`config.mk`:
```
export PLATFORM = sky130hd
export DESIGN_NAME = dm_arbiter
export DESIGN_NICKNAME = d
export VERILOG_FILES = /design/src/rtl/dm_arbiter_pkg.sv /design/src/rtl/dm_rsp_reg.sv /design/src/rtl/dm_arbiter.sv
export SDC_FILE = /design/constraint.sdc
export NUM_CORES = 1
export LEC_CHECK = 0
export ABC_CLOCK_PERIOD_IN_PS = 2110
export CORE_AREA = 10 10 116 118
export CTS_CLUSTER_SIZE = 20
export DETAILED_ROUTE_END_ITERATION = 10
export DIE_AREA = 0 0 126 128
export HOLD_SLACK_MARGIN = 0.02
export PLACE_DENSITY_LB_ADDON = 0.1
export REMOVE_ABC_BUFFERS = 1
export SYNTH_ARGS = -nofsm -noshare
export SYNTH_HDL_FRONTEND = slang
export SYNTH_SLANG_ARGS = --single-unit
export TNS_END_PERCENT = 50
```
`constraint.sdc`:
```
create_clock -name clk -period 2.11 [get_ports clk]
set_input_delay 0.3165 -clock clk [delete_from_list [all_inputs] [get_ports clk]]
set_output_delay 0.3165 -clock clk [all_outputs]
set_load 0.02 [all_outputs]
```
`src/rtl/dm_arbiter_pkg.sv`:
```
// dm_arbiter_pkg: shared FSM states and widths for the data-memory arbiter
package dm_arbiter_pkg;
  localparam int ADDR_W = 14;
  localparam int DATA_W = 32;
  localparam int CNT_W = 4;
  typedef enum logic [1:0] {IDLE, OWN0, OWN1} state_t;
endpackage

```
`src/rtl/dm_rsp_reg.sv`:
```
// dm_rsp_reg: one-cycle response register (valid/rdata/err) for one requester
//   in: clk, reset (async active-low), acc (beat accepted), we, mis (misaligned), rdata_in (DM read data)
//   out: valid, rdata (0 unless a good load), err
module dm_rsp_reg import dm_arbiter_pkg::*; (
  input  logic              clk,
  input  logic              reset,
  input  logic              acc,
  input  logic              we,
  input  logic              mis,
  input  logic [DATA_W-1:0] rdata_in,
  output logic              valid,
  output logic [DATA_W-1:0] rdata,
  output logic              err
);
  always_ff @(posedge clk or negedge reset)
    if (!reset) begin
      valid <= 1'b0;
      rdata <= '0;
      err   <= 1'b0;
    end else begin
      valid <= acc;
      rdata <= (acc && !we && !mis) ? rdata_in : '0;
      err   <= acc && mis;
    end
endmodule

```
`src/rtl/dm_arbiter.sv`:
```
// dm_arbiter: two-requester data-memory arbiter with lock bursts and 1-cycle responses
//   in: clk, reset (async active-low), reqN_valid/we/lock/addr/wdata, dm_out
//   out: reqN_ready, rspN_valid/rdata/err, mem_write, mem_addr_byte, mem_data
module dm_arbiter import dm_arbiter_pkg::*; #(
  parameter int MAX_BURST = 4
) (
  input  logic              clk,
  input  logic              reset,
  input  logic              req0_valid,
  output logic              req0_ready,
  input  logic              req0_we,
  input  logic              req0_lock,
  input  logic [ADDR_W-1:0] req0_addr,
  input  logic [DATA_W-1:0] req0_wdata,
  output logic              rsp0_valid,
  output logic [DATA_W-1:0] rsp0_rdata,
  output logic              rsp0_err,
  input  logic              req1_valid,
  output logic              req1_ready,
  input  logic              req1_we,
  input  logic              req1_lock,
  input  logic [ADDR_W-1:0] req1_addr,
  input  logic [DATA_W-1:0] req1_wdata,
  output logic              rsp1_valid,
  output logic [DATA_W-1:0] rsp1_rdata,
  output logic              rsp1_err,
  output logic              mem_write,
  output logic [ADDR_W-1:0] mem_addr_byte,
  output logic [DATA_W-1:0] mem_data,
  input  logic [DATA_W-1:0] dm_out
);
  state_t state, state_nxt;
  logic [CNT_W-1:0] burst_cnt, cnt_nxt;
  logic last_grant, last_nxt;
  logic own, full, v_own, v_oth, gany, gsel, we, lock, mis;
  logic [ADDR_W-1:0] addr;
  logic [DATA_W-1:0] wdata;
  always_ff @(posedge clk or negedge reset)
    if (!reset) begin
      state      <= IDLE;
      burst_cnt  <= '0;
      last_grant <= 1'b1;
    end else begin
      state      <= state_nxt;
      burst_cnt  <= cnt_nxt;
      last_grant <= last_nxt;
    end
  // gsel picks requester 1 when set; gany says someone is granted at all
  always_comb begin
    own   = state == OWN1;
    full  = state != IDLE && burst_cnt == CNT_W'(MAX_BURST);
    v_own = own ? req1_valid : req0_valid;
    v_oth = own ? req0_valid : req1_valid;
    gany  = reset && (req0_valid || req1_valid);
    gsel  = (req0_valid && req1_valid) ? !last_grant : req1_valid;
    if (state != IDLE) gsel = full ? (v_oth ? !own : own) : (v_own ? own : gsel);
    addr  = gsel ? req1_addr : req0_addr;
    wdata = gsel ? req1_wdata : req0_wdata;
    we    = gsel ? req1_we : req0_we;
    lock  = gsel ? req1_lock : req0_lock;
    mis   = |addr[1:0];
    req0_ready    = gany && !gsel;
    req1_ready    = gany && gsel;
    mem_write     = gany && we && !mis;
    mem_addr_byte = gany ? addr : '0;
    mem_data      = gany ? wdata : '0;
    state_nxt = !gany ? state : lock ? (gsel ? OWN1 : OWN0) : IDLE;
    // counter saturates at MAX_BURST so a lone locked owner cannot wrap past the hand-over point
    cnt_nxt   = !gany ? burst_cnt : !lock ? '0 :
                (state == state_nxt) ? (full ? burst_cnt : burst_cnt + 1'b1) : CNT_W'(1);
    last_nxt  = gany ? gsel : last_grant;
  end
  dm_rsp_reg u_rsp0 (
    .clk(clk), .reset(reset), .acc(req0_ready), .we(we), .mis(mis), .rdata_in(dm_out),
    .valid(rsp0_valid), .rdata(rsp0_rdata), .err(rsp0_err)
  );
  dm_rsp_reg u_rsp1 (
    .clk(clk), .reset(reset), .acc(req1_ready), .we(we), .mis(mis), .rdata_in(dm_out),
    .valid(rsp1_valid), .rdata(rsp1_rdata), .err(rsp1_err)
  );
endmodule
```
==> impl_metrics.ini <==
[floorplan]
die_y_um = 128
die-area_um2 = 16100
io-pin-count = 249
start_util_pct = 31.2
die_width_um = 126
rows = 39
core_um2 = 11200

[placed_design]
dpl.hpwl_mm = 12.1
gp_congestion = 0.854
place_inst = 798
numPortBuffers = 248

[clock_tree]
cts_buffer_depth = 2
insertion_delay_ns = 0.33
tritoncts = done
cts_max_level = 3
numCtsBuffers = 9
path_clk_slew_ns = 0.06
cts_num_sinks = 75
cts_root_buffer = clkbuf_16

[drt]
num_vias = 3895
drt-initial-drc-count = 202
dr.pass1.iters = 4
viasPerCell = 4.67
drc_errors = 0
ant_nets = 0
wl_mm = 16.9
wl_per_cell_um = 20.2

[timing]
tightest_slew_ns = 0.791
rsz0062_at_grt = yes
clock.fmax_mhz = 399
fin_crit_ns = 2.51
hold_viol = 0
fin_ws_ns = -0.396
setup_tns_ns = -26.95
setup_viol = 115
slew_viol_final = 0
clock_skew_ns = 0.0119
relSlewSlack_pct = 47.2
finalCritPeriodShare_pct = 119

[worst_hold_path]
holdCritStartpoint = last_grant
hold_depth = 2
hp-class = flop to flop
hold-path-endpoint = last_grant

[global_route]
overflow = 0
grtUsageTotal_pct = 18.0
grt_max_degree = 62
grt_pass1_vias = 3972
antenna_found_initial = 0
grt_pass1_wl_mm = 22.9

[logic_synthesis]
ys_ff_latch = 75
mappedNetlistArea_um2 = 3500
synth_area_per_cell_um2 = 9.17
synth.distinct_cells = 44
ys.warnings.count = 0
async_reset_ff_share_pct = 100
ys.flop_type = dfrtp_1
synth-edff-count = 0
postSynthCellCount = 382
yosysSeqAreaShare_pct = 53.6

[critical_path]
r2r_cells = 11
r2r_slack_ns = -0.21
timing.rr.end = u_rsp0.rdata[11]
worstSetupStartpointType = flop
worstPathArrival_ns = 2.19
cp_max_fo = 10
rr_startpoint = burst_cnt[0]
end_kind = output port
path_class = flop to output port
required_ns = 1.79

[cells_and_area]
final_cell_count_no_fill = 834
drive_above_1_share_pct = 27.4
n_fill_cell = 959
area_growth_pct = 109
nets = 820
antennaDiodeCount = 0

[run]
drv_cap = 0

[run_status]
violations = negative setup slack
outcome = complete, but fails checks

[pwr]
leakage_nw = 3.31
power_density_nw_per_um2 = 695
ir_worst_vdd_v = 0.000407
==> synthesized netlist by cell type, types with 2 or more instances <==
library cell | instances | area [um2]
buf_2 | 7 | 35.0
ha_1 | 2 | 25.0
dfrtp_1 | 74 | 1850
nor2b_1 | 3 | 18.8
a21o_1 | 2 | 15.0
inv_1 | 4 | 15.0
o211ai_1 | 4 | 30.0
a21oi_1 | 49 | 245
nand3_1 | 6 | 30.0
nand3b_1 | 3 | 22.5
nor3_1 | 4 | 20.0
nand2b_1 | 3 | 18.8
o21bai_1 | 2 | 15.0
o21ai_0 | 5 | 25.0
and2_1 | 65 | 407
clkbuf_1 | 14 | 52.6
nor2_1 | 7 | 26.3
nand2_1 | 99 | 372
nand4_1 | 2 | 12.5
clkbuf_2 | 3 | 15.0
==> stage by stage <==
step           setup slack (ns)  hold slack (ns)  area [um2]  utilization, %  power (mW)
6_report                 -0.396            0.505        7310            65.1        5.08
5_1_grt                  -0.469            0.542        7310            65.1        5.32
4_1_cts                  -0.385            0.508        6840            61.0        4.82
3_5_place_dp             -0.839            0.315        6560            58.4        3.09
3_3_place_gp             -0.830            0.306        6560            58.4        3.06
2_1_floorplan             -1.44           0.0209        3400               -        2.14
==> kinds of logic (layout without fill, tap and decap cells) <==
logic type,count (synthesis),after routing,synth area share [%]
AOI/OAI and AO/OA,74,74,12.7
adders and majority gates,2,2,0.714
buffers and inverters,29,336,3.46
DFF,75,75,53.6
muxes,1,1,0.321
and+or+nand+nor,201,203,29.2
==> power by group <==
group / leakage (nW) / internal (mW) / switching [mW]
combinational: 2.12 / 0.978 / 0.909
sequential: 1.04 / 1.49 / 0.0262
clock: 0.159 / 1.06 / 0.620
total: 3.31 / 3.52 / 1.56
==> critical path, cell delays in order, from the launching register on <==
cell and delay, ns:
dfrtp_1 0.40, or4b_4 0.54, buf_6 0.14, o211ai_4 0.12, nor2_4 0.06, buf_12 0.15
buf_4 0.14, nand2_1 0.07, a21oi_1 0.07, buf_4 0.16
==> routing by layer <==
layer / up-vias / routed length, um / track usage, % / part of all wire [%]
met5: - / 0 / 0 / 0
met4: 0 / 322 / 4.82 / 1.9
met3: 24 / 1130 / 7.69 / 6.7
met2: 115 / 9340 / 32.9 / 55
met1: 1893 / 6060 / 18.4 / 36
li1: 1863 / - / - / -
==> cell usage in the layout, fill, tap and decap left out, drive strengths merged, types with 2 or more instances in the layout <==
cell type and instances:
a21o 2, a21oi 50, and2 65, buf 111, bufinv 2, clkbuf 15
clkdlybuf4s50 196, dfrtp 74, dlygate4sd2 2, ha 2, inv 8, nand2 101
nand2b 3, nand3 6, nand3b 3, nand4 2, nor2 9, nor2b 3
nor3 4, nor4b 2, o211ai 5, o21ai 6, o21bai 2
==> how the worst max path moves through the flow <==
stage / endpoint / start
after floorplan: burst_cnt[0] / req1_valid
final: mem_data[9] / state[1]
after detailed placement: mem_data[1] / req1_valid
after global routing: mem_data[9] / state[1]
after global placement: mem_data[21] / req1_valid
after CTS: mem_addr_byte[6] / state[1]
==> area by class of cell <==
type / count / area [um2] / area share, %
multi-input cells: 280 / 1730 / 23.7
repair buffers: 316 / 3180 / 43.5
inverters: 4 / 15.0 / 0.205
well taps: 143 / 179 / 2.45
clock inverters: 7 / 105 / 1.44
clock buffers: 9 / 225 / 3.08
flip-flops and latches: 75 / 1880 / 25.7
==> sequential cells by signal, summed over array words and instances, names as in the netlist <==
name / count
state: 2
u_rsp0.err: 1
u_rsp1.rdata: 32
burst_cnt: 4
u_rsp1.err: 1
last_grant: 1
u_rsp0.valid: 1
u_rsp0.rdata: 32
u_rsp1.valid: 1
==> repair_timing <==
item,CTS,global route
setup endpoints to repair,115,116
endpoints found under the hold margin,13,0
pin swaps,8,20
gates cloned,2,9
hold buffers,1,0
resized for setup,252,71
setup buffers,3,7
Power figures use the tool's default switching activity.
